==> src/rtl/vedic_dot_issuer.sv <==
// rtl/vedic_dot_issuer.sv - dot-product issuer driving a pipelined do/done multiplier
//
// Purpose:
//   Takes len operand pairs from an upstream valid/ready stream and issues one pair
//   per cycle to a pipelined multiplier (mul_do_o). It sums every product returned
//   on mul_done_i into an unsigned accumulator. When all len products are back it
//   publishes the sum on dot_o with a one-cycle dot_valid_o pulse. Only issued and
//   returned products are counted, so any fixed multiplier latency >= 1 works.
//
// Ports:
//   clk_i         rising-edge clock
//   reset_i       synchronous reset, active low (0 = reset)
//   start_i       one-cycle job request, sampled only while idle
//   len_i         element count, sampled with start_i
//   in_a_i/in_b_i operand pair; in_valid_i/in_ready_o handshake
//   mul_a_o/b_o   registered operands to the multiplier
//   mul_do_o      registered issue strobe, one product per high cycle
//   mul_result_i  product from the multiplier, qualified by mul_done_i
//   dot_o         final sum, held until the next job finishes
//   dot_valid_o   one-cycle pulse when dot_o updates
//   busy_o        high whenever a job is in progress

module vedic_dot_issuer #(
  parameter int LEN_W = 8,
  parameter int ACC_W = 40
) (
  input  logic             clk_i,
  input  logic             reset_i,
  input  logic             start_i,
  input  logic [LEN_W-1:0] len_i,
  input  logic [15:0]      in_a_i,
  input  logic [15:0]      in_b_i,
  input  logic             in_valid_i,
  output logic             in_ready_o,
  output logic [15:0]      mul_a_o,
  output logic [15:0]      mul_b_o,
  output logic             mul_do_o,
  input  logic [31:0]      mul_result_i,
  input  logic             mul_done_i,
  output logic [ACC_W-1:0] dot_o,
  output logic             dot_valid_o,
  output logic             busy_o
);

  typedef enum logic [1:0] {
    S_IDLE,
    S_ISSUE,
    S_DRAIN,
    S_FINISH
  } state_t;

  state_t             state_q, state_d;
  logic [LEN_W-1:0]   len_q, len_d;
  logic [LEN_W-1:0]   issued_q, issued_d;
  logic [LEN_W-1:0]   received_q, received_d;
  logic [ACC_W-1:0]   acc_q, acc_d;
  logic [15:0]        mul_a_q, mul_a_d;
  logic [15:0]        mul_b_q, mul_b_d;
  logic               mul_do_q, mul_do_d;
  logic [ACC_W-1:0]   dot_q, dot_d;
  logic               dot_valid_q, dot_valid_d;

  logic               issue_hs;
  logic               collect;

  // Ready purely from state and issue count so upstream sees no combinational path
  // from its own valid.
  assign in_ready_o = (state_q == S_ISSUE) && (issued_q < len_q);
  assign issue_hs   = in_valid_i && in_ready_o;

  // Products are taken in any active state but only until len have arrived; stale
  // products left over from an aborted job therefore fall on the floor in IDLE.
  assign collect    = (state_q != S_IDLE) && mul_done_i && (received_q < len_q);

  always_comb begin
    state_d     = state_q;
    len_d       = len_q;
    issued_d    = issued_q;
    received_d  = received_q;
    acc_d       = acc_q;
    mul_a_d     = mul_a_q;
    mul_b_d     = mul_b_q;
    mul_do_d    = 1'b0;
    dot_d       = dot_q;
    dot_valid_d = 1'b0;

    if (collect) begin
      acc_d      = acc_q + ACC_W'(mul_result_i);
      received_d = received_q + 1'b1;
    end

    if (issue_hs) begin
      mul_a_d  = in_a_i;
      mul_b_d  = in_b_i;
      mul_do_d = 1'b1;
      issued_d = issued_q + 1'b1;
    end

    case (state_q)
      S_IDLE: begin
        if (start_i) begin
          len_d      = len_i;
          issued_d   = '0;
          received_d = '0;
          acc_d      = '0;
          state_d    = (len_i == '0) ? S_FINISH : S_ISSUE;
        end
      end
      S_ISSUE: begin
        if (issued_d == len_q) state_d = S_DRAIN;
      end
      S_DRAIN: begin
        // Using the next-state count lets the final product land in the same cycle
        // the exit is decided.
        if (received_d == len_q) state_d = S_FINISH;
      end
      S_FINISH: begin
        dot_d       = acc_d;
        dot_valid_d = 1'b1;
        state_d     = S_IDLE;
      end
      default: state_d = S_IDLE;
    endcase
  end

  always_ff @(posedge clk_i) begin
    if (!reset_i) begin
      state_q     <= S_IDLE;
      len_q       <= '0;
      issued_q    <= '0;
      received_q  <= '0;
      acc_q       <= '0;
      mul_a_q     <= '0;
      mul_b_q     <= '0;
      mul_do_q    <= 1'b0;
      dot_q       <= '0;
      dot_valid_q <= 1'b0;
    end else begin
      state_q     <= state_d;
      len_q       <= len_d;
      issued_q    <= issued_d;
      received_q  <= received_d;
      acc_q       <= acc_d;
      mul_a_q     <= mul_a_d;
      mul_b_q     <= mul_b_d;
      mul_do_q    <= mul_do_d;
      dot_q       <= dot_d;
      dot_valid_q <= dot_valid_d;
    end
  end

  assign mul_a_o     = mul_a_q;
  assign mul_b_o     = mul_b_q;
  assign mul_do_o    = mul_do_q;
  assign dot_o       = dot_q;
  assign dot_valid_o = dot_valid_q;
  assign busy_o      = (state_q != S_IDLE);

endmodule
==> config.mk <==
export PLATFORM = sky130hd
export DESIGN_NAME = vedic_dot_issuer
export DESIGN_NICKNAME = d
export VERILOG_FILES = /design/src/rtl/vedic_dot_issuer.sv
export SDC_FILE = /design/constraint.sdc
export NUM_CORES = 1
export LEC_CHECK = 0
export ABC_AREA = 1
export CELL_PAD_IN_SITES_DETAIL_PLACEMENT = 2
export CELL_PAD_IN_SITES_GLOBAL_PLACEMENT = 2
export CORE_ASPECT_RATIO = 0.9
export CORE_MARGIN = 5
export CORE_UTILIZATION = 31
export DETAILED_ROUTE_END_ITERATION = 16
export HOLD_SLACK_MARGIN = 0.15
export PLACE_DENSITY_LB_ADDON = 0.1
export SLEW_MARGIN = 25
export SYNTH_ARGS = -nofsm -noshare
export SYNTH_HDL_FRONTEND = slang
export SYNTH_SLANG_ARGS = --single-unit
==> constraint.sdc <==
create_clock -name clk_i -period 5.1 [get_ports clk_i]
set_clock_uncertainty 0.2 [all_clocks]
set_input_delay 1.275 -clock clk_i [delete_from_list [all_inputs] [get_ports clk_i]]
set_output_delay 1.275 -clock clk_i [all_outputs]
set_load 0.1 [all_outputs]
## Word level (Yosys, flattened, before mapping)

Index checks and enable logic that the tools add are counted.

| storage, ports and cells | value |
|---|---|
| bits of input ports | 77 |
| output and inout bits | 76 |
| bits in registers | 140 |
| word-level logic and storage cells | 48 |

| operators by class | value |
|---|---|
| add/sub/neg operators | 3 |
| reductions and logical operators | 9 |
| equal/unequal tests | 8 |
| magnitude comparators | 2 |
| muxes and demuxes | 16 |

Operator list:

| operator | count |
|---|---|
| 40-bit two-way mux | 3 |
| 8-bit two-way mux | 6 |
| 40-bit by 32-bit adder with 40-bit output | 1 |
| 8-bit by 1-bit adder with 8-bit output, second input constant | 2 |
| 8-bit equality test | 2 |
| 8-bit < comparator | 2 |
| 8-bit zero test | 1 |
| 2-bit two-way mux | 4 |
| 2-bit case mux with 4 select lines | 1 |
| 2-bit equality test, second input constant | 2 |
| 1-bit logical AND | 4 |
| 2-bit inequality test, second input constant | 2 |
| 3-bit AND reduction | 1 |
| 2-bit by 1-bit equality test with 1-bit output, second input constant | 1 |
| 2-bit zero test | 1 |
| 1-bit two-way mux | 2 |
| 2-bit by 1-bit inequality test with 1-bit output, second input constant | 1 |
| 2-bit AND reduction | 1 |
| 2-bit nonzero test | 1 |

## Logic depth before layout (Yosys ltp)

Gate-level depths: netlist of run 1.

| logic depth | value |
|---|---|
| word-level depth | 7 |
| mapped depth | 21 |
| gate-level depth less buffers | 20 |

## Worst setup path before layout of run 1

Ideal clock, no wire load.

| timing path | value |
|---|---|
| kind | input-to-reg |
| start point | input port mul_result_i[0] |
| end point | register dot_q[36] (netlist: dot_o[36]) |
| slack | 1672 ps |
| arrival | 3119 ps |
| stages | 19 |
| required time | 4791 ps |
| cell sequence | ha_1 inv_1 fa_1 inv_1 nand3_1 nand3_1 a21oi_2 o21ai_1 nand2_1 nand2_1 nand3_1 nand2_1 nand2_1 nand2_1 nand2_1 nand2_1 nand3_1 nand2_1 inv_1 |

| between the ends | value |
|---|---|
| longest elaborated chain between the ends | 2 |

RTL lines:

| item | line | source |
|---|---|---|
| from (decl) | 38 | `input logic [31:0] mul_result_i,` |
| 40-bit by 32-bit adder with 40-bit output | 88 | `acc_d = acc_q + ACC_W'(mul_result_i);` |
| 40-bit two-way mux | 87 | `if (collect) begin` |
| to (signal assigned) | 147 | `dot_q <= dot_d;` |
| to (decl) | 60 | `logic [ACC_W-1:0] dot_q, dot_d;` |

No other way between the ends.
A chain may end at the register's enable or synchronous reset.

## Final worst setup path of run 1

Same ends and word-level chain as after synthesis.

==> key figures, run 1 <==
Synth
  • FFs w/ async S/R, synth: 0%
  • Total number of yosys warnings: 0
  • Syn Nets: 1364
  • Netlist cell types: 40
  • Top_reg_cell synth: dfxtp_1
  • Cell taking the most area after synthesis: dfxtp_1
  • Post-synth top area share: roughly 34%
  • EDFF count, synth: 0
  • Mapped Cells: between 1000 and 1500
  • Syn_area_per_cell: between 6 and 7 um^2
  • Synth area leaders: dfxtp_1 (34%), nand2_1 (16%), ha_1 (7.9%)
  • Yosys reg bits: 140
  • Post-Syn Area: 8218 um^2
  • Post-synthesis sequential area ratio: approximately 34%

CTS
  • Post-cts sizing count: 0
  • Post-CTS setup repair buffer count: 0
  • CTS hold repair buffers: 0
  • H-tree depth: 4
  • Clock sinks: 140
  • Num CTS Buffers: 17
  • CTS tree: yes
  • CTS clock-pin slew for the worst setup and hold paths: around 0.080 ns
  • Worst skew pair latency: 0.43 ns
  • CTS Buffer Depth: 2
  • Root Buffer: clkbuf_16

STA
  • Final worst slack: 1.177 ns
  • Min Clock Period, post-route: around 4 ns
  • Max_slew headroom: between 20% and 30%
  • Fmax: 254.9 MHz
  • Unrepaired setup endpoints after global routing: no
  • Worst slew pin tran: about 1.1 ns
  • Hold Vio Cnt, Final: 0
  • Total Neg Setup Slack: 0 ns
  • Setup-failing EPs final: 0
  • Period utilization: roughly three quarters
  • Slew Limit Fails: 0

Detailed routing
  • Routed len/inst: 17.39 um
  • DRC: 0
  • TritonRoute pass-1 iters: 4
  • Final wirelength: 30.23 mm
  • DR vias/cell: about 4.9
  • Vias: 8491
  • DRT antenna net count: 0
  • Iteration-0 DRC Markers: 294

Floorplan
  • Die area: ~30000 um^2
  • # IOs: 153
  • # rows: 56
  • Chip width: roughly 180 um
  • Initial Util: 31.53%
  • Core area: 26070 um^2
  • Die Ht: 164.5 um

Critical path
  • Worst r2r src: len_q[1]$_SDFFE_PN0P_
  • CP arrival: between 4 and 5 ns
  • Crit path from: mul_result_i[0]
  • Setup CP Type: in -> reg
  • WP data required: 5.22 ns
  • Startpoint Class: primary input
  • Reg-to-Reg End: state_q[1]$_SDFFE_PN0P_
  • CP endpoint kind: flop
  • R2R cell count: 19
  • Reg2Reg Setup Slack: around 2.0 ns
  • CP max FO: 4
  • Crit path to: dot_o[36]$_SDFFE_PN0P_

Place
  • Number of port buffers: between 150 and 200
  • Post-DP HPWL: 23.02 mm
  • Gpl congestion: 0.7893
  • Setup WS pre-CTS: just over 0.7 ns

Global routing
  • Total GRT Usage: between 20% and 30%
  • Number of global-route vias before repair: between 9000 and 10000
  • Initial antenna violation count: 2
  • Total gr overflow: 0
  • Wire length of the first global-routing pass: 49.40 mm
  • Pin count of the biggest net entering global routing: 54

Run status
  • Status: complete, no violations

Power and ir drop
  • Pwr Density: 495.6 nW/um^2
  • P_leak: 4.770 nW
  • VDD IR max: 0.1949 mV

Finish
  • Synth-to-Final Area Change: 29.96%
  • Layout cells sized above 1: 4.824%
  • Util after Layout: 40.98%
  • Final nets: between 1500 and 2000
  • FILL cells: 3154

Hold path
  • Hold-critical path depth: 2
  • Worst Hold Class: reg -> reg

Run
  • Max-Cap Viols: 0
-- per-layer routing --
layer	vias to the layer above	share of wire [%]	track usage (%)
met2	130	45	33.92
met4	2	1.1	4.297
met5	-	0.043	0
li1	4248	-	-
met1	4086	48	26.78
met3	25	5.1	5.175
-- logic make-up after synthesis --
kind of cell | after synthesis | synth area share, %
DFF | 140 | 34.10
buffers and inverters | 195 | 9.242
and+or+nand+nor | 607 | 30.71
adders and majority gates | 53 | 8.161
xor gates and xnor gates | 34 | 3.624
muxes | 7 | 0.8527
AOI/OAI and AO/OA | 198 | 13.31
-- report_power, final --
group / internal [mW] / leakage, nW / total [mW] / switching (mW)
clock network: 0.702 / 0.295 / 1.30 / 0.603
logic: 0.730 / 3.34 / 2.59 / 1.86
registers: 1.27 / 1.14 / 1.40 / 0.130
-- registers in the layout, indices dropped and copies added, names as in the netlist --
signal,cells
acc_q,40
received_q,8
state_q,2
mul_do_o,1
mul_a_o,16
dot_valid_o,1
dot_o,40
issued_q,8
mul_b_o,16
len_q,8
-- cells in the mapped netlist (4+ instances only) --
master    instances
nand3_1          74
o21bai_1          8
clkbuf_1         23
nor2_1          140
inv_1           151
nand2_1         346
inv_2             4
dfxtp_1         140
o21ai_0          48
buf_2             7
nor3_1            9
o211ai_1         14
xor2_1           20
xnor2_1          14
nor4_1            4
nand2_2           4
o21ai_1           4
ha_1             52
nand4_1          13
mux2i_1           7
a31oi_1           8
a21oi_1         103
nand3b_1          5
buf_1             6
-- how the worst min path moves through the flow --
stage	from	endpoint	slack [ns]
detailed placement	mul_a_o[3]$_SDFFE_PN0N_	mul_a_o[3]$_SDFFE_PN0N_	0.26
global route	mul_b_o[13]$_SDFFE_PN0N_	mul_b_o[13]$_SDFFE_PN0N_	0.30
floorplan	acc_q[39]$_SDFF_PN0_	acc_q[39]$_SDFF_PN0_	0.26
CTS	mul_b_o[2]$_SDFFE_PN0N_	mul_b_o[2]$_SDFFE_PN0N_	0.27
finish	mul_b_o[2]$_SDFFE_PN0N_	mul_b_o[2]$_SDFFE_PN0N_	0.27
global placement	mul_a_o[10]$_SDFFE_PN0N_	mul_a_o[10]$_SDFFE_PN0N_	0.25
-- metrics by stage --
step | total power, mW | hold slack, ns | cell area, um^2 | instances
after floorplan | 3.293 | 0.2608 | 8218 | 1234
after global placement | 3.954 | 0.2505 | 10080 | 1705
after detailed placement | 4.017 | 0.2582 | 10080 | 1705
after CTS | 5.369 | 0.2707 | 10680 | 1737
after global routing | 5.653 | 0.2954 | 10680 | 1738
final | 5.293 | 0.2656 | 10680 | 1738
-- critical path, stage by stage --
cell	delay (ns)
clkdlybuf4s50_1	0.46
ha_1	0.18
inv_1	0.06
fa_1	0.40
inv_1	0.10
nand3_1	0.08
nand3_1	0.13
a21oi_2	0.09
o21ai_1	0.25
nand2_1	0.09
nand2_1	0.15
nand3_1	0.09
nand2_1	0.13
nand2_1	0.07
nand2_1	0.13
nand2_1	0.08
nand2_1	0.10
nand3_1	0.07
nand2_1	0.08
inv_1	0.04
-- cells in the final DEF (no fill, tap or decap), drive strengths merged --
cell and count:
nand2 353, inv 165, clkdlybuf4s50 151, nor2 143
dfxtp 140, a21oi 104, nand3 77, o21ai 53
ha 52, xor2 20, clkbuf 17, o211ai 14
xnor2 14, nand4 13, buf 12, nor3 9
a31oi 8, o21bai 8, mux2i 7, nand3b 5
nor4 4, clkinv 4, a21o 3, o21a 3
a21boi 3, or2 2, diode 1, o2111ai 1
and3 1, o31a 1, fa 1, bufinv 1
-- area by class of cell --
cell class / instances / area [um^2] / area share, %
multi-input combinational: 899 / 4661 / 43.64
clock inverter: 15 / 167.7 / 1.570
inverter: 155 / 584.3 / 5.471
sequential: 140 / 2803 / 26.24
tap: 348 / 435.4 / 4.077
timing repair buffer: 163 / 1602 / 15.00
antenna: 1 / 2.502 / 0.02343
clock buffer: 17 / 425.4 / 3.983
Note: power is estimated with default switching activity, not from simulation.
==> run 2, diff against run 1 <==
Settings changed: CORE_UTILIZATION 31 to 26.
Clock period 5.1 ns to 3.4 ns, I/O delays scaled along.
==> key figures, run 2 (synthesized netlist as in run 1, its figures left out) <==
CTS
  • Clock sinks: 140
  • CTS hold repair buffers: 0
  • Root Buffer: clkbuf_16
  • CTS clock-pin slew for the worst setup and hold paths: 0.07 ns
  • Worst skew pair latency: 0.44 ns
  • CTS Buffer Depth: 2
  • CTS tree: yes
  • Num CTS Buffers: 17
  • H-tree depth: 4

Detailed routing
  • Routed len/inst: 16.64 um
  • Iteration-0 DRC Markers: 254
  • Vias: 8773
  • Met1 wire length: 15.95 mm
  • TritonRoute pass-1 iters: 6
  • DRC: 0
  • Final wirelength: 31.58 mm
  • DRT antenna net count: 0
  • Met3 wire length: 1.503 mm
  • Highest metal layer with signal wires: met5
  • DR vias/cell: 4.622
  • Met2 routed WL: 13.90 mm

Finish
  • Most common library cell in the layout ignoring fill and taps: nand2_1
  • FILL cells: 3716
  • Layout cells sized above 1: ~17%
  • Synth-to-Final Area Change: 39.05%
  • Non-Filler Instances: 1898
  • Multi-input logic area: between 4000 and 5000 um^2
  • Storage cell area: 2803 um^2
  • Final nets: 1606
  • Commonest cells after routing, fill and taps aside: nand2_1 (344), buf_4 (182), inv_1 (149)
  • Antenna diodes: 0

Place
  • Post-DP HPWL: around 25 mm
  • Gpl congestion: 0.8297
  • Number of port buffers: 152
  • Placed Cells: 1866

Global routing
  • Total GRT Usage: 18.10%
  • Number of global-route vias before repair: 9553
  • Initial antenna violation count: 1
  • Pin count of the biggest net entering global routing: 35
  • Total gr overflow: 0
  • Wire length of the first global-routing pass: 51.20 mm

STA
  • Max_slew headroom: approximately 60%
  • Setup-failing EPs final: 0
  • Fmax: 307.9 MHz
  • Min Clock Period, post-route: ~3.2 ns
  • Slew Limit Fails: 0
  • Period utilization: a little over nine tenths
  • Worst slew pin tran: between 0.6 and 0.7 ns
  • Total Neg Setup Slack: 0 ns
  • Hold Vio Cnt, Final: 0

Floorplan
  • Core area: 31060 um^2
  • Chip width: approximately 200 um
  • Die Ht: 178.7 um
  • # IOs: 153
  • # rows: 61
  • Initial Util: 26.46%
  • Die area: 35270 um^2

Power and ir drop
  • Clock share of power: 23.3%
  • Internal cell power: 4.370 mW
  • P_leak: 5.427 nW
  • Combinational share of power: ~51%
  • Net Sw Frac: 47.55%
  • Net switching power: 3.962 mW
  • Sequential share of power: 25.4%
  • VDD IR max: ~0.38 mV
  • Pwr Density: 729.1 nW/um^2

Critical path
  • CP arrival: roughly 3.4 ns
  • CP endpoint kind: flop
  • WP data required: around 3.5 ns
  • CP max FO: 3
  • Startpoint Class: primary input
  • Crit path from: mul_result_i[2]
  • Setup CP Type: in -> reg
  • Worst r2r src: len_q[1]$_SDFFE_PN0P_

Run status
  • Status: complete, no violations

Hold path
  • Min-delay src: mul_b_o[14]$_SDFFE_PN0N_
  • Worst Hold Class: reg -> reg

Run
  • Max-Cap Viols: 0
[run 2: cell types whose count changed in the layout (fill, tap and decap cells not counted), moves of 3 or more]
cell	previous run	this run
ha_4	0	3
buf_4	12	182
clkdlybuf4s50_1	151	74
inv_8	6	3
inv_2	3	6
ha_1	51	47
buf_12	0	4
[run 2: per-stage QoR]
stage	total power [mW]	hold slack, ns	setup WS, ns	cell area (um^2)	utilization, %
final	8.332	0.2668	0.1522	11430	36.79
after global routing	8.936	0.2913	-0.0008937	11430	36.79
after CTS	8.438	0.2696	0.08301	11370	36.59
after detailed placement	6.415	0.2580	-0.5095	10770	34.68
after global placement	6.314	0.2528	-0.3777	10770	34.68
after floorplan	4.940	0.2608	0.3973	8218	-
[run 2: per-layer routing]
layer | track usage, % | up-vias
met4 | 3.380 | 2
met2 | 29.07 | 119
met3 | 4.773 | 18
li1 | - | 4439
met5 | 0 | -
met1 | 24.76 | 4195
[run 2: layout make-up]
cell class	count	share of cell area, %
clock buffers	18	3.843
multi-input cells	899	41.33
well taps	409	4.478
flip-flops and latches	140	24.53
repair buffers	263	19.42
clock inverters	14	1.303
inverters	155	5.091
[run 2: power by group through the flow]
| stage | clock network [mW] | registers, mW | logic (mW) |
|---|---|---|---|
| 6_report | 1.94 | 2.11 | 4.28 |
| 5_1_grt | 2.08 | 2.15 | 4.70 |
| 4_1_cts | 2.01 | 2.11 | 4.31 |
| 3_5_place_dp | 0 | 2.14 | 4.27 |
| 3_3_place_gp | 0 | 2.14 | 4.18 |
| 2_1_floorplan | 0 | 2.95 | 1.99 |
[run 2: what timing repair did]
| item | 4_1_cts | 5_1_grt |
|---|---|---|
| buffers inserted | 0 | 0 |
| resized for setup | 4 | 12 |
| endpoints found under the setup margin | 6 | 17 |
[run 2: worst max-delay path, cell delays in order]
cell and delay, ns:
clkdlybuf4s50_1 0.43, ha_1 0.35, a21oi_1 0.13, nand2_1 0.14
nand2_1 0.10, nand3_1 0.10, a21oi_1 0.16, buf_4 0.16
o21bai_1 0.06, buf_4 0.15, nand3_1 0.06, nand2_1 0.10
buf_4 0.15, xor2_1 0.13, nand2_1 0.08, nand3_1 0.10
nand2_1 0.08, inv_1 0.04
[run 2: worst paths after layout]
path | end | cells after the start | slack (ns)
worst max-delay path | dot_o[31]$_SDFFE_PN0P_ | 18 | 0.15
worst min-delay path | mul_b_o[14]$_SDFFE_PN0N_ | 2 | 0.27
worst max register to register | mul_b_o[1]$_SDFFE_PN0N_ | 13 | 0.50
worst min register to register | mul_b_o[14]$_SDFFE_PN0N_ | 2 | 0.27
==> run 3, diff against run 2 <==
Settings changed: PLACE_DENSITY set to 0.79, PLACE_DENSITY_LB_ADDON 0.1 to unset.
==> key figures, run 3 (synthesized netlist as in run 1, its figures left out) <==
Run status
  • Status: complete, no violations

STA
  • Worst slew pin tran: 0.5905 ns
  • Fmax: 304.9 MHz
  • Slew Limit Fails: 0
  • Period utilization: between 90% and 100%
  • Setup-failing EPs final: 0
  • Total Neg Setup Slack: 0 ns
  • Max_slew headroom: approximately three fifths
  • Final worst slack: 0.1203 ns
  • Hold Vio Cnt, Final: 0
  • Hold_ws: around 0.27 ns
  • Min Clock Period, post-route: 3.280 ns

Global routing
  • Total gr overflow: 0
  • Wire length of the first global-routing pass: 51.03 mm
  • Initial antenna violation count: 1
  • Number of global-route vias before repair: about 9800
  • Pin count of the biggest net entering global routing: 38
  • Total GRT Usage: between 15 and 20%

Finish
  • Non-Filler Instances: approximately 1900
  • Synth-to-Final Area Change: 37.06%
  • Final nets: ~1600
  • Layout cells sized above 1: between 10% and 20%
  • Final Cell Area: 11260 um^2
  • Util after Layout: 36.26%
  • FILL cells: 3734
  • Antenna diodes: 0
  • Storage cell area: 2803 um^2
  • Most common library cell in the layout ignoring fill and taps: nand2_1
  • Commonest cells after routing, fill and taps aside: nand2_1 (341), buf_4 (166), inv_1 (151)
  • Multi-input logic area: 4720 um^2

Power and ir drop
  • Pwr Density: 734.3 nW/um^2
  • VDD IR max: 0.3604 mV
  • P_leak: approximately 5.3 nW
  • Total power: roughly 8.3 mW

Critical path
  • Setup CP Type: in -> reg
  • Cell Chain, Critical Path: clkdlybuf4s50_1 -> ha_4 -> a21oi_1 -> nand2_1 -> a21oi_1 -> o21bai_2 -> nand2_1 -> nand2_1 -> nand3_1 -> nand2_1 -> xor2_1 -> mux2i_1 -> nand2_1 -> nand2_1 -> inv_1
  • Bufs and invs on worst path: 2
  • Startpoint Class: primary input
  • CP endpoint kind: flop
  • Delay-heaviest family, CP: simple AND/OR/NAND/NOR gates
  • Most used cell, CP: nand2_1
  • WP data required: 3.52 ns
  • CP max FO: 5
  • CP arrival: 3.40 ns
  • Crit path largest cell delay: 0.59 ns
  • Slowest CP cell: clkdlybuf4s50_1

Place
  • Cell area after placement: approximately 11000 um^2
  • Number of port buffers: 152
  • Placed Cells: 1847
  • Post-DP HPWL: roughly 25 mm
  • Setup WS pre-CTS: -0.5673 ns
  • Gpl congestion: just over 0.8

CTS
  • CTS tree: yes
  • H-tree depth: 4
  • CTS clock-pin slew for the worst setup and hold paths: approximately 0.070 ns
  • Clock sinks: 140
  • Root Buffer: clkbuf_16
  • CTS Buffer Depth: 2
  • CTS hold repair buffers: 0
  • Worst skew pair latency: 0.43 ns
  • Num CTS Buffers: 17

Floorplan
  • # IOs: around 150
  • Core area: 31060 um^2
  • Die area: roughly 35000 um^2
  • Die Ht: about 180 um
  • # rows: 61
  • Chip width: 197.4 um
  • Initial Util: 26.46%

Detailed routing
  • Routed len/inst: between 15 and 20 um
  • Iteration-0 DRC Markers: 219
  • Vias: 8811
  • DRT antenna net count: 0
  • DR vias/cell: roughly 4.7
  • TritonRoute pass-1 iters: 4
  • DRC: 0
  • Final wirelength: 31.52 mm

Run
  • Max-Cap Viols: 0

Hold path
  • Worst Hold Class: reg -> reg
## run 3: changes by cell type in the layout (fill, tap and decap cells not counted), sizes merged
cell	before	now
buf	187	168
bufinv	1	2
clkinv	2	1
## run 3: repair_timing
action,4_1_cts,5_1_grt
hold endpoints to repair,0,0
buffers inserted,0,0
pin swaps,0,0
gates resized for setup,5,11
setup endpoints to repair,11,21
gates cloned,0,0
## run 3: final timing paths
check	from	endpoint	slack [ns]	depth (start not counted)
setup / recovery	mul_result_i[2]	dot_o[29]$_SDFFE_PN0P_	0.12	15
hold / removal	mul_b_o[6]$_SDFFE_PN0N_	mul_b_o[6]$_SDFFE_PN0N_	0.27	2
setup reg to reg	len_q[6]$_SDFFE_PN0P_	dot_o[36]$_SDFFE_PN0P_	0.53	16
hold reg to reg	mul_b_o[6]$_SDFFE_PN0N_	mul_b_o[6]$_SDFFE_PN0N_	0.27	2
## run 3: metal layers
| metal | vias up | track usage [%] | part of all wire, % |
|---|---|---|---|
| li1 | 4403 | - | - |
| met1 | 4266 | 23.16 | 48 |
| met2 | 124 | 30.54 | 47 |
| met3 | 16 | 4.115 | 4.4 |
| met4 | 2 | 4.131 | 0.94 |
| met5 | - | 0 | 0.041 |
## run 3: cell type report
type	count	area share, %
multi-input cells	899	41.90
flip-flops and latches	140	24.88
repair buffers	244	18.18
inverters	155	5.166
well taps	409	4.543
clock buffers	18	3.810
clock inverters	14	1.511
## run 3: power by group
group	switching, mW	leakage [nW]	internal [mW]	total, mW
sequential	0.210	1.14	1.91	2.12
clock	0.862	0.289	1.11	1.97
combinational	2.86	3.91	1.32	4.18
## run 3: tightest hold or removal path: cells and delay by family (launching register included)
family / cells / cell delay, ns
AND/OR/NAND/NOR: 1 / 0.06
AO/OA/AOI/OAI: 1 / 0.05
flip-flops: 1 / 0.31
